--- src/rtl/mm_stream_sequencer_pkg.sv ---
// Shared types and default dimensions for the matrix-multiply stream front end.
package mm_stream_sequencer_pkg;

  localparam int unsigned MM_SIZE   = 12;
  localparam int unsigned MM_DATA_W = 32;

  typedef enum logic [1:0] {
    S_IDLE  = 2'd0,
    S_RUN   = 2'd1,
    S_DRAIN = 2'd2
  } state_t;

endpackage

--- src/rtl/mm_stream_sequencer_if.sv ---
// AXI-Stream bundle with row/column side-band tags for the mm datapath.
interface mm_stream_sequencer_if #(
  parameter int unsigned DATA_W = 32,
  parameter int unsigned SIZE   = 12
);

  logic [DATA_W-1:0] tdata;
  logic              tvalid;
  logic              tready;
  logic              tlast;
  logic [SIZE-1:0]   row_idx;
  logic [SIZE-1:0]   col_idx;

  modport master (
    output tdata,
    output tvalid,
    output tlast,
    output row_idx,
    output col_idx,
    input  tready
  );

  // Upstream producers carry no tags, so the slave view is plain data/valid/ready.
  modport slave (
    input  tdata,
    input  tvalid,
    output tready
  );

endinterface

--- src/rtl/mm_stream_sequencer_counter.sv ---
// Wrap counter: counts 0..max-1 on en, wraps to 0; done flags the last value.
module counter #(
  parameter int unsigned SIZE = 12
) (
  input  logic            aclk,
  input  logic            aresetn,
  input  logic            clr,
  input  logic            en,
  input  logic [SIZE-1:0] max,
  output logic [SIZE-1:0] count,
  output logic            done
);

  logic [SIZE-1:0] last;

  assign last = max - SIZE'(1);
  assign done = (count == last);

  always_ff @(posedge aclk or negedge aresetn) begin
    if (!aresetn) begin
      count <= '0;
    end else if (clr) begin
      count <= '0;
    end else if (en) begin
      count <= done ? '0 : count + SIZE'(1);
    end
  end

endmodule

--- src/rtl/mm_stream_sequencer.sv ---
// Streams rows*cols beats through a one-deep slice, tagging each with its
// row/column index and tlast at the end of every row.
module mm_stream_sequencer
  import mm_stream_sequencer_pkg::*;
#(
  parameter int unsigned SIZE   = MM_SIZE,
  parameter int unsigned DATA_W = MM_DATA_W
) (
  input  logic                   aclk,
  input  logic                   aresetn,
  input  logic                   start,
  input  logic [SIZE-1:0]        rows,
  input  logic [SIZE-1:0]        cols,
  output logic                   busy,
  output logic                   done,
  mm_stream_sequencer_if.slave   s_axis,
  mm_stream_sequencer_if.master  m_axis
);

  state_t          state_q;
  state_t          state_d;
  logic [SIZE-1:0] rows_q;
  logic [SIZE-1:0] cols_q;
  logic [SIZE-1:0] col_cnt;
  logic [SIZE-1:0] row_cnt;
  logic            col_last;
  logic            row_last;
  logic            job_clr;
  logic            done_d;
  logic            accept;
  logic            final_beat;

  // Slice may take a new beat whenever its current one is leaving this cycle.
  assign s_axis.tready = (state_q == S_RUN) && (!m_axis.tvalid || m_axis.tready);
  assign accept        = s_axis.tvalid && s_axis.tready;
  assign final_beat    = accept && col_last && row_last;
  assign busy          = (state_q != S_IDLE);

  counter #(.SIZE(SIZE)) u_col_cnt (
    .aclk    (aclk),
    .aresetn (aresetn),
    .clr     (job_clr),
    .en      (accept),
    .max     (cols_q),
    .count   (col_cnt),
    .done    (col_last)
  );

  counter #(.SIZE(SIZE)) u_row_cnt (
    .aclk    (aclk),
    .aresetn (aresetn),
    .clr     (job_clr),
    .en      (accept && col_last),
    .max     (rows_q),
    .count   (row_cnt),
    .done    (row_last)
  );

  always_comb begin
    state_d = state_q;
    job_clr = 1'b0;
    done_d  = 1'b0;
    unique case (state_q)
      S_IDLE: begin
        if (start) begin
          if (rows != '0 && cols != '0) begin
            state_d = S_RUN;
            job_clr = 1'b1;
          end else begin
            done_d = 1'b1;
          end
        end
      end
      S_RUN: begin
        if (final_beat) state_d = S_DRAIN;
      end
      S_DRAIN: begin
        if (m_axis.tvalid && m_axis.tready) begin
          state_d = S_IDLE;
          done_d  = 1'b1;
        end
      end
      default: state_d = S_IDLE;
    endcase
  end

  always_ff @(posedge aclk or negedge aresetn) begin
    if (!aresetn) begin
      state_q <= S_IDLE;
      done    <= 1'b0;
      rows_q  <= '0;
      cols_q  <= '0;
    end else begin
      state_q <= state_d;
      done    <= done_d;
      if (job_clr) begin
        rows_q <= rows;
        cols_q <= cols;
      end
    end
  end

  always_ff @(posedge aclk or negedge aresetn) begin
    if (!aresetn) begin
      m_axis.tdata   <= '0;
      m_axis.tvalid  <= 1'b0;
      m_axis.tlast   <= 1'b0;
      m_axis.row_idx <= '0;
      m_axis.col_idx <= '0;
    end else if (accept) begin
      m_axis.tdata   <= s_axis.tdata;
      m_axis.tvalid  <= 1'b1;
      m_axis.tlast   <= col_last;
      m_axis.row_idx <= row_cnt;
      m_axis.col_idx <= col_cnt;
    end else if (m_axis.tready) begin
      m_axis.tvalid  <= 1'b0;
    end
  end

endmodule
--- src/flat_wrapper.sv ---
// flat-port wrapper written by rule: the top's interface ports become plain ports
module mm_stream_sequencer_flat import mm_stream_sequencer_pkg::*;
#(
  parameter int unsigned SIZE   = MM_SIZE,
  parameter int unsigned DATA_W = MM_DATA_W
)
  (aclk, aresetn, start, rows, cols, busy, done, s_axis_tdata, s_axis_tvalid, s_axis_tready, m_axis_tdata, m_axis_tvalid, m_axis_tlast, m_axis_row_idx, m_axis_col_idx, m_axis_tready);
  mm_stream_sequencer_if #(.DATA_W(DATA_W), .SIZE(SIZE)) s_axis_i ();
  mm_stream_sequencer_if #(.DATA_W(DATA_W), .SIZE(SIZE)) m_axis_i ();
  input  logic aclk;
  input  logic aresetn;
  input  logic start;
  input  logic [SIZE-1:0] rows;
  input  logic [SIZE-1:0] cols;
  output logic busy;
  output logic done;
  input wire logic [$bits(s_axis_i.tdata)-1:0] s_axis_tdata;
  input wire logic [$bits(s_axis_i.tvalid)-1:0] s_axis_tvalid;
  output wire logic [$bits(s_axis_i.tready)-1:0] s_axis_tready;
  output wire logic [$bits(m_axis_i.tdata)-1:0] m_axis_tdata;
  output wire logic [$bits(m_axis_i.tvalid)-1:0] m_axis_tvalid;
  output wire logic [$bits(m_axis_i.tlast)-1:0] m_axis_tlast;
  output wire logic [$bits(m_axis_i.row_idx)-1:0] m_axis_row_idx;
  output wire logic [$bits(m_axis_i.col_idx)-1:0] m_axis_col_idx;
  input wire logic [$bits(m_axis_i.tready)-1:0] m_axis_tready;
  assign s_axis_i.tdata = s_axis_tdata;
  assign s_axis_i.tvalid = s_axis_tvalid;
  assign s_axis_tready = s_axis_i.tready;
  assign m_axis_tdata = m_axis_i.tdata;
  assign m_axis_tvalid = m_axis_i.tvalid;
  assign m_axis_tlast = m_axis_i.tlast;
  assign m_axis_row_idx = m_axis_i.row_idx;
  assign m_axis_col_idx = m_axis_i.col_idx;
  assign m_axis_i.tready = m_axis_tready;
  mm_stream_sequencer #(.SIZE(SIZE), .DATA_W(DATA_W)) u_core (.aclk(aclk), .aresetn(aresetn), .start(start), .rows(rows), .cols(cols), .busy(busy), .done(done), .s_axis(s_axis_i), .m_axis(m_axis_i));
endmodule
--- config.mk ---
export PLATFORM = sky130hd
export DESIGN_NAME = mm_stream_sequencer_flat
export DESIGN_NICKNAME = d
export VERILOG_FILES = /design/src/rtl/mm_stream_sequencer_pkg.sv /design/src/rtl/mm_stream_sequencer_if.sv /design/src/rtl/mm_stream_sequencer_counter.sv /design/src/rtl/mm_stream_sequencer.sv /design/src/flat_wrapper.sv
export SDC_FILE = /design/constraint.sdc
export NUM_CORES = 1
export LEC_CHECK = 0
export BUFFER_PORTS_ARGS = -buffer_cell sky130_fd_sc_hd__buf_4
export CORE_AREA = 2 2 100 102
export DETAILED_ROUTE_END_ITERATION = 16
export DIE_AREA = 0 0 102 104
export GPL_TIMING_DRIVEN = 0
export PLACE_DENSITY = 0.83
export SLEW_MARGIN = 30
export SYNTH_ARGS = -nofsm -noshare
export SYNTH_HDL_FRONTEND = slang
export SYNTH_SLANG_ARGS = --single-unit
--- constraint.sdc ---
create_clock -name aclk -period 8.5 [get_ports aclk]
set_input_delay 0.425 -clock aclk [delete_from_list [all_inputs] [get_ports aclk]]
set_output_delay 0.425 -clock aclk [all_outputs]
set_load 0.05 [all_outputs]
* Word level (Yosys, flattened, before mapping)
Index checks and enable logic that the tools add are counted. Widths: inputs -> output; s select.
Operators by class: add/subtract/negate cells 4, equality and inequality tests 8, muxes and demuxes 20, reductions and logical operators 16
Operator list (number):
- $mux 12 | 6
- $add 12x1->12 const B | 2
- $eq 12x12->1 | 2
- $reduce_bool 12->1 | 2
- $sub 12x1->12 const B | 2
- $mux 1 | 8
- $mux 2 | 4
- $reduce_bool 2->1 | 4
- $logic_and 1x1->1 | 6
- $ne 2x1->1 const B | 3
- $pmux 2 s3 | 1
- $reduce_and 4->1 | 1
- $eq 2x1->1 const B | 1
- $eq 2x2->1 const B | 1
- $logic_not 2->1 | 1
- $ne 2x2->1 const B | 1
- $pmux 1 s2 | 1
- $logic_not 1->1 | 1
- $logic_or 1x1->1 | 1
Storage, ports and cells: bits in registers 109, bits of input ports 61, output and inout bits 61, word-level logic and storage cells 59

* Longest topological paths before layout
Gate-level depths: netlist of the first run.
depth after elaboration 8, mapped depth 11, mapped depth without buffers 9

* Modules after synthesis
Synthesis of the first run repeated with hierarchy kept, for this count alone.
Unflattened totals: cell total of the unflattened synthesis 517, area, all modules 5895.7 µm²
Modules (own cells, without submodules):
- mm_stream_sequencer | times used 1, cells an instance 201, area an instance 3318.2 µm², sequential area each 2127.0 µm²
- counter | times used 2, cells an instance 158, area an instance 1288.7 µm², sequential area each 300.3 µm²

* Least setup slack after synthesis of the first run
OpenSTA, ideal clock, no wires.
path kind flip-flop to flip-flop, start point register u_core.cols_q[0], end point register u_core.u_row_cnt.count[2], setup time 0.122 ns, arrival 2.739 ns, data required time 8.378 ns, slack 5.640 ns, cell stages (with the launch flop) 12, buffers on the path 2, clock period less this slack 2.860 ns, cell sequence dfrtp_1 -> inv_1 -> ha_1 -> nor3b_1 -> nand2_1 -> mux2i_1 -> o311a_1 -> or4b_1 -> clkbuf_1 -> buf_2 -> o21bai_1 -> a32o_1
On the way: cells in the longest elaborated chain, start to end 4
RTL lines:
- start, declared | RTL line mm_stream_sequencer.sv:23 | logic [SIZE-1:0] cols_q;
- start signal, assigned | RTL line mm_stream_sequencer.sv:98 | cols_q <= cols;
- $sub 12x1->12 | RTL line mm_stream_sequencer_counter.sv:16 | assign last = max - SIZE'(1);
- $eq 12x12->1 | RTL line mm_stream_sequencer_counter.sv:17 | assign done = (count == last);
- $logic_and 1x1->1 | RTL line mm_stream_sequencer.sv:53 | .en (accept && col_last),
- $reduce_bool 2->1 (no source line)
- end signal, assigned | RTL line mm_stream_sequencer_counter.sv:25 | count <= done ? '0 : count + SIZE'(1);
- end, declared | RTL line mm_stream_sequencer_counter.sv:10 | output logic [SIZE-1:0] count,
Every way passes these cells. A chain may end at the register's enable or synchronous reset.

* Worst setup path in the final report of the first run
start point register u_core.cols_q[0], end point register u_core.u_row_cnt.count[8]
The elaborated chain is that of the path after synthesis.

==> impl_metrics.yaml, run 1 <==
run:
  maxCapViolations: 0
detailed_routing:
  vias_per_cell: 5.57
  ant_nets: 0
  drc: 0
  wl_per_cell_um: 15.7
  drtPass1Iterations: 5
  drt_first_iter_violations: 327
  vias: 4978
  routed_wl_mm: 14.0
die:
  initial_core_util_pct: 56.2
  die_w_um: 102
  fp.dieH_um: 104
  io_pins: 122
  std_cell_rows: 36
  coreArea_um2: 9550
  dieArea_um2: 10600
sta:
  hold_viol_final: 0
  min_period_over_period_pct: 39.5
  fmax_mhz: 298
  setup_ws_ns: 5.14
  min_period_ns: 3.36
  hold_slack_ns: 0.144
  tightest_slew_ns: 0.856
  tns_ns: 0
  maxSlewHeadroom_pct: 43.0
  finalSetupViolCount: 0
  slew_viol_final: 0
  rsz0062_at_grt: "false"
  skew_ns: 0.00976
grt:
  grt_pass1_vias: 4821
  grt_pass1_wl_mm: 22.8
  antenna_found_initial: 0
  grt_start_max_net_pins: 110
  gr-total-overflow: 0
  grt_usage_pct: 26.9
placement:
  post-place-ws_ns: 5.21
  portBuffers: 121
  dpl-instance-area_um2: 6450
  gp_congestion: 0.890
  place_hpwl_mm: 10.3
logic_synthesis:
  ys_warn_count: 0
  synthAdderAreaFrac_pct: 0.933
  synthArstFlopShare_pct: 100
  yosysSeqAreaShare_pct: 50.9
  synth-xor-area-share_pct: 5.34
  synth_compound_area_share_pct: 7.86
  syn_nets: 689
  synth_mux_area_share_pct: 1.12
  synth.distinct_cells: 51
  synth_edf_count: 0
  ys_seq_elements: 109
  synth_area_per_cell_um2: 8.59
  synth_ff_type: "dfrtp_1"
  yosys.area_share.simple_pct: 30.8
  synth_area_um2: 5360
  netlist_instances: 624
  synth_top_family_by_area: "simple AND/OR/NAND/NOR gates"
setup_path:
  rr_worst_depth: 11
  ff2ff_setup_slack_ns: 5.14
  path_cells: "inv_1 > ha_1 > nor3b_1 > nand2_1 > mux2i_1 > o311a_1 > or4b_1 > clkbuf_1 > clkbuf_1 > o2bb2ai_1 > o21a_1"
  slowest_delay_ns: 0.53
  path_common_cell: "clkbuf_1"
  reg2reg_to: "u_core.u_row_cnt.count[8]"
  reg2reg_from: "u_core.cols_q[0]"
  worstPathRequired_ns: 8.77
  worst_path_max_delay_cell: "or4b_1"
  critPathArrivalTime_ns: 3.63
  path_class: "reg2reg"
  worst_setup_path_start_kind: "flop"
  endpoint: "u_core.u_row_cnt.count[8]"
  crit_fanout: 10
  critPathCaptureType: "flop"
  crit_start: "u_core.cols_q[0]"
cts:
  cts_buffer_depth: 2
  tritoncts: "yes"
  post-cts-setup-buffers: 0
  path_clk_slew_ns: 0.11
  cts_hold_buffers: 0
  cts_made_buffers: 9
  htreeDepth: 3
  root_buffer: "clkbuf_8"
  worstSkewPairLatency_ns: 0.38
  ctsResizeCount: 0
  cts.sinks: 109
cells_and_area:
  n_antenna_cell: 0
  final_cell_mix: "250 x nand2_1, 120 x buf_4, 109 x dfrtp_1, 27 x clkbuf_1"
  final_nets: 821
  final_layout_size_suffix_gt1_share_pct: 19.6
  fillerInstances: 778
  design_area_um2: 6690
  final_common_cell: "nand2_1"
  syn_to_final_growth_pct: 24.7
power:
  power.density_nw_per_um2: 254
  power.internal_mw: 1.00
  switching_share_pct: 41.1
  ir_worst_vdd_mv: 0.121
  p_seq_share_pct: 41.6
  clockPowerShare_pct: 21.2
  power.switching_mw: 0.700
  p_leak_nw: 3.46
  pwr-share-comb_pct: 37.2
hold_path:
  hold_path.class: "in2async"
status:
  status: "completed"
==> area by class of cell <==
class | count | area (um2) | share of cell area [%]
sequential | 109 | 2730 | 40.8
tap | 133 | 166 | 2.49
inverter | 10 | 37.5 | 0.561
buffer | 34 | 130 | 1.95
clock inverter | 7 | 108 | 1.61
timing repair buffer | 121 | 915 | 13.7
clock buffer | 9 | 124 | 1.85
multi-input combinational | 471 | 2480 | 37.1
==> synth_stat cells (3+ instances only) <==
library cell | n | share of area (%)
buf_1 | 5 | 0.35
or2_2 | 5 | 0.58
nand2_1 | 250 | 17
nor2b_1 | 3 | 0.35
a31oi_1 | 9 | 1.0
clkbuf_1 | 27 | 1.9
nand4_1 | 3 | 0.35
o21a_1 | 7 | 0.98
nand2b_1 | 10 | 1.2
o2bb2ai_1 | 5 | 0.82
nand3b_1 | 4 | 0.56
o21ai_0 | 10 | 0.93
inv_1 | 10 | 0.70
or4_1 | 3 | 0.42
nor3_1 | 7 | 0.65
or3_1 | 4 | 0.47
nor3b_1 | 3 | 0.42
xnor2_1 | 6 | 0.98
nor2_1 | 24 | 1.7
xor2_1 | 24 | 3.9
a21oi_1 | 12 | 1.1
ha_1 | 4 | 0.93
and3_1 | 10 | 1.2
nor4_1 | 15 | 1.7
mux2i_1 | 6 | 1.1
dfrtp_1 | 109 | 51
nand3_1 | 18 | 1.7
==> layer usage <==
| metal | track usage, % | up-vias | share of wire [%] |
|---|---|---|---|
| met5 | 0 | - | 0 |
| li1 | - | 2335 | - |
| met2 | 42.9 | 188 | 48 |
| met3 | 4.10 | 27 | 6.6 |
| met4 | 11.9 | 0 | 2.7 |
| met1 | 36.2 | 2428 | 43 |
==> how the worst min path moves through the flow <==
stage / to / slack (ns) / cells after the start
2_1_floorplan: u_core.cols_q[0] / 0.13 / 0
3_3_place_gp: u_core.done / 0.43 / 1
3_5_place_dp: u_core.done / 0.43 / 1
4_1_cts: u_core.m_axis.tdata[11] / 0.21 / 1
5_1_grt: u_core.m_axis.tdata[11] / 0.22 / 1
6_report: u_core.m_axis.tdata[11] / 0.14 / 1
==> critical path: cells and delay by family, from the launching register on <==
family,cells,cell delay (ns)
AND/OR/NAND/NOR,3,1.07
AO/OA/AOI/OAI,3,0.79
buffers and inverters,3,0.52
flip-flops,1,0.45
adder cells (fa/ha/maj),1,0.25
multiplexers,1,0.16
==> logic make-up after synthesis <==
group,after synthesis
AND/OR/NAND/NOR,369
flip-flops,109
AO/OA/AOI/OAI,61
buffers and inverters,44
XOR/XNOR,31
multiplexers,6
adder cells (fa/ha/maj),4
==> power by group through the flow <==
stage | sequential (mW) | clock, mW | combinational (mW)
global route | 0.720 | 0.386 | 0.684
CTS | 0.706 | 0.364 | 0.630
detailed placement | 0.716 | 0 | 0.625
floorplan | 0.868 | 0 | 0.268
global placement | 0.709 | 0 | 0.602
finish | 0.707 | 0.360 | 0.633
==> state kept, by name, summed over array words and instances, names as in the netlist, 2 cells and up <==
name,count
u_core.m_axis.row_idx,12
u_core.u_row_cnt.count,12
u_core.m_axis.tdata,32
u_core.state_q,2
u_core.rows_q,12
u_core.u_col_cnt.count,12
u_core.m_axis.col_idx,12
u_core.cols_q,12
==> stage by stage <==
| stage | util, % | std cells | power [mW] |
|---|---|---|---|
| 2_1_floorplan | - | 624 | 1.14 |
| 3_3_place_gp | 67.4 | 878 | 1.31 |
| 3_5_place_dp | 67.5 | 878 | 1.34 |
| 4_1_cts | 69.9 | 894 | 1.70 |
| 5_1_grt | 70.0 | 894 | 1.79 |
| 6_report | 70.0 | 894 | 1.70 |
(Power assumes the default switching activity.)
==> inputs of run 2 (changes only) <==
--- a/config.mk
+++ b/config.mk
@@ -5,12 +5,13 @@
 export SDC_FILE = /design/constraint.sdc
 export NUM_CORES = 1
 export LEC_CHECK = 0
+export ABC_AREA = 1
 export BUFFER_PORTS_ARGS = -buffer_cell sky130_fd_sc_hd__buf_4
-export CORE_AREA = 2 2 100 102
+export CORE_AREA = 2 2 104 106
 export DETAILED_ROUTE_END_ITERATION = 16
-export DIE_AREA = 0 0 102 104
+export DIE_AREA = 0 0 106 108
 export GPL_TIMING_DRIVEN = 0
-export PLACE_DENSITY = 0.83
+export PLACE_DENSITY = 0.79
 export SLEW_MARGIN = 30
 export SYNTH_ARGS = -nofsm -noshare
 export SYNTH_HDL_FRONTEND = slang
==> constraint.sdc (replaced) <==
create_clock -name aclk -period 3.4 [get_ports aclk]
set_input_delay 0.17 -clock aclk [delete_from_list [all_inputs] [get_ports aclk]]
set_output_delay 0.17 -clock aclk [all_outputs]
set_load 0.05 [all_outputs]
==> impl_metrics.yaml, run 2 <==
sta:
  rsz0062_at_grt: "false"
  min_period_over_period_pct: 64.3
  hold_slack_ns: 0.0129
  min_period_ns: 2.19
  skew_ns: 0.0128
  maxSlewHeadroom_pct: 42.1
  hold_viol_final: 0
  fmax_mhz: 457
  tns_ns: 0
  slew_viol_final: 0
  tightest_slew_ns: 0.869
  finalSetupViolCount: 0
setup_path:
  path_common_cell: "nand3_1"
  worst_setup_path_start_kind: "input port"
  path_cells: "dlygate4sd3_1 > buf_4 > nor4_1 > nand3_1 > nand3_1 > clkinv_1 > clkbuf_1 > nand2_1 > o21ai_0"
  critPathCaptureType: "flop"
  rr_worst_depth: 14
  crit_fanout: 10
  path_buf_inv: 4
  worst_path_max_delay_cell: "dlygate4sd3_1"
  path_delay_family: "buffers and inverters"
  reg2reg_to: "u_core.u_row_cnt.count[4]"
  path_class: "in2reg"
  ff2ff_setup_slack_ns: 1.23
  slowest_delay_ns: 0.53
  critPathArrivalTime_ns: 2.46
  worstPathRequired_ns: 3.67
  reg2reg_from: "u_core.rows_q[0]"
cts:
  cts_buffer_depth: 2
  cts.sinks: 109
  path_clk_slew_ns: 0.10
  htreeDepth: 3
  ctsResizeCount: 0
  tritoncts: "yes"
  root_buffer: "clkbuf_8"
  post-cts-setup-buffers: 0
  cts_made_buffers: 9
  worstSkewPairLatency_ns: 0.40
grt:
  use_met2_pct: 46.3
  gr-total-overflow: 0
  grt_usage_pct: 28.3
  globalRouteMet3Util_pct: 9.83
  use_met1_pct: 35.7
  antenna_found_initial: 0
  grt_start_max_net_pins: 110
  grt_pass1_wl_mm: 25.2
  grt.busiest_layer: "met2"
  grt_pass1_vias: 5308
logic_synthesis:
  synth.distinct_cells: 33
  synth_ff_type: "dfrtp_1"
  ys_warn_count: 0
  synthTopCellsByCount: "303 x nand2_1, 109 x dfrtp_1, 67 x inv_1"
  synthTopCellsByArea: "dfrtp_1 49%, nand2_1 21%, inv_1 4.6%"
  synthArstFlopShare_pct: 100
  yosysMostFrequentCell: "nand2_1"
  synth_area_per_cell_um2: 7.69
  synth_top_area_share_pct: 49.5
  synth_area_um2: 5520
  yosysSeqAreaShare_pct: 49.5
  synth.largest_area_cell: "dfrtp_1"
  ys_seq_elements: 109
  synth_edf_count: 0
  netlist_instances: 717
  syn_nets: 782
power:
  switching_share_pct: 43.6
  power.internal_mw: 2.41
  pwr-share-comb_pct: 41.0
  p_seq_share_pct: 41.2
  power.switching_mw: 1.87
  ir_worst_vdd_mv: 0.430
  clockPowerShare_pct: 17.8
  p_leak_nw: 3.87
  power.density_nw_per_um2: 585
cells_and_area:
  regMostFlops: "u_core.m_axis.tdata"
  final_layout_size_suffix_gt1_share_pct: 17.6
  n_antenna_cell: 0
  syn_to_final_growth_pct: 32.8
  largest_reg_flops: 32
  final_common_cell: "nand2_1"
  fillerInstances: 761
  final_cell_mix: "303 x nand2_1, 121 x buf_4, 109 x dfrtp_1, 67 x inv_1, 54 x dlygate4sd3_1"
  layoutNonFillerInstCount: 1044
  final_nets: 968
die:
  coreArea_um2: 10200
  fp.dieH_um: 108
  std_cell_rows: 37
  die_w_um: 106
  io_pins: 122
  dieArea_um2: 11400
  initial_core_util_pct: 53.9
placement:
  gp_congestion: 0.895
  dp.cells: 974
  portBuffers: 121
  place_hpwl_mm: 10.5
hold_path:
  hold_path.class: "in2reg"
  hold_start: "cols[3]"
  hold-path-endpoint: "u_core.cols_q[3]"
  hold_path_depth: 3
detailed_routing:
  routed_wl_mm: 15.6
  vias_per_cell: 5.19
  ant_nets: 0
  drtPass1Iterations: 6
  vias: 5415
  drt_first_iter_violations: 379
  wl_per_cell_um: 14.9
  drc: 0
run:
  maxCapViolations: 0
status:
  status: "completed"
run 2: worst max path at each step:
stage,cells past startpoint,from,slack [ns],to
floorplan,8,u_core.m_axis.tvalid,1.33,u_core.m_axis.col_idx[8]
global placement,14,u_core.rows_q[0],1.32,u_core.u_row_cnt.count[2]
detailed placement,14,u_core.rows_q[0],1.27,u_core.u_row_cnt.count[10]
CTS,14,u_core.rows_q[0],1.25,u_core.u_row_cnt.count[4]
global route,15,u_core.rows_q[0],1.04,u_core.u_row_cnt.count[3]
finish,9,rows[5],1.21,u_core.rows_q[6]
run 2: per-layer routing:
layer	up-vias	wire length [um]
li1	2632	-
met1	2543	6830
met2	212	7140
met3	28	1230
met4	0	356
met5	-	0
run 2: cells by family (layout without fill, tap and decap cells):
| logic type | Yosys count | count (layout) | synth area share, % |
|---|---|---|---|
| flip-flops | 109 | 109 | 49.5 |
| adder cells (fa/ha/maj) | 4 | 4 | 0.907 |
| AND/OR/NAND/NOR | 428 | 428 | 33.5 |
| buffers and inverters | 93 | 284 | 6.74 |
| AO/OA/AOI/OAI | 60 | 60 | 5.74 |
| XOR/XNOR | 23 | 23 | 3.65 |
run 2: per-stage QoR:
stage / area, um2 / worst slack [ns] / power, mW / util [%]
after CTS: 7320 / 1.25 / 4.29 / 71.6
after floorplan: 5520 / 1.33 / 2.95 / -
after global routing: 7320 / 1.04 / 4.55 / 71.6
final: 7320 / 1.21 / 4.28 / 71.6
after global placement: 6590 / 1.32 / 3.41 / 64.4
after detailed placement: 6600 / 1.27 / 3.46 / 64.5
run 2: layout make-up:
class / instances / area, um2 / share of cell area (%)
flip-flops and latches: 109 / 2730 / 37.2
plain buffers: 22 / 105 / 1.44
well taps: 136 / 170 / 2.32
clock buffers: 11 / 141 / 1.93
inverters: 71 / 267 / 3.64
multi-input cells: 515 / 2420 / 33.0
repair buffers: 175 / 1460 / 19.9
clock inverters: 5 / 41.3 / 0.564
run 2: what timing repair did:
action,CTS,global route
setup endpoints to repair,0,0
hold buffers,54,0
endpoints found under the hold margin,162,0
run 2: worst reg2reg max path: cells and delay by family (launching register included):
kind	cells	cell delay (ns)
fa+ha+maj	1	0.26
buf+inv	2	0.40
simple gates	11	0.98
flops	1	0.41
run 2: power groups by stage:
stage / Sequential (mW) / Clock (mW) / Combinational (mW)
2_1_floorplan: 2.12 / 0 / 0.827
3_3_place_gp: 1.77 / 0 / 1.64
3_5_place_dp: 1.77 / 0 / 1.70
4_1_cts: 1.76 / 0.785 / 1.74
5_1_grt: 1.79 / 0.828 / 1.93
6_report: 1.76 / 0.764 / 1.76
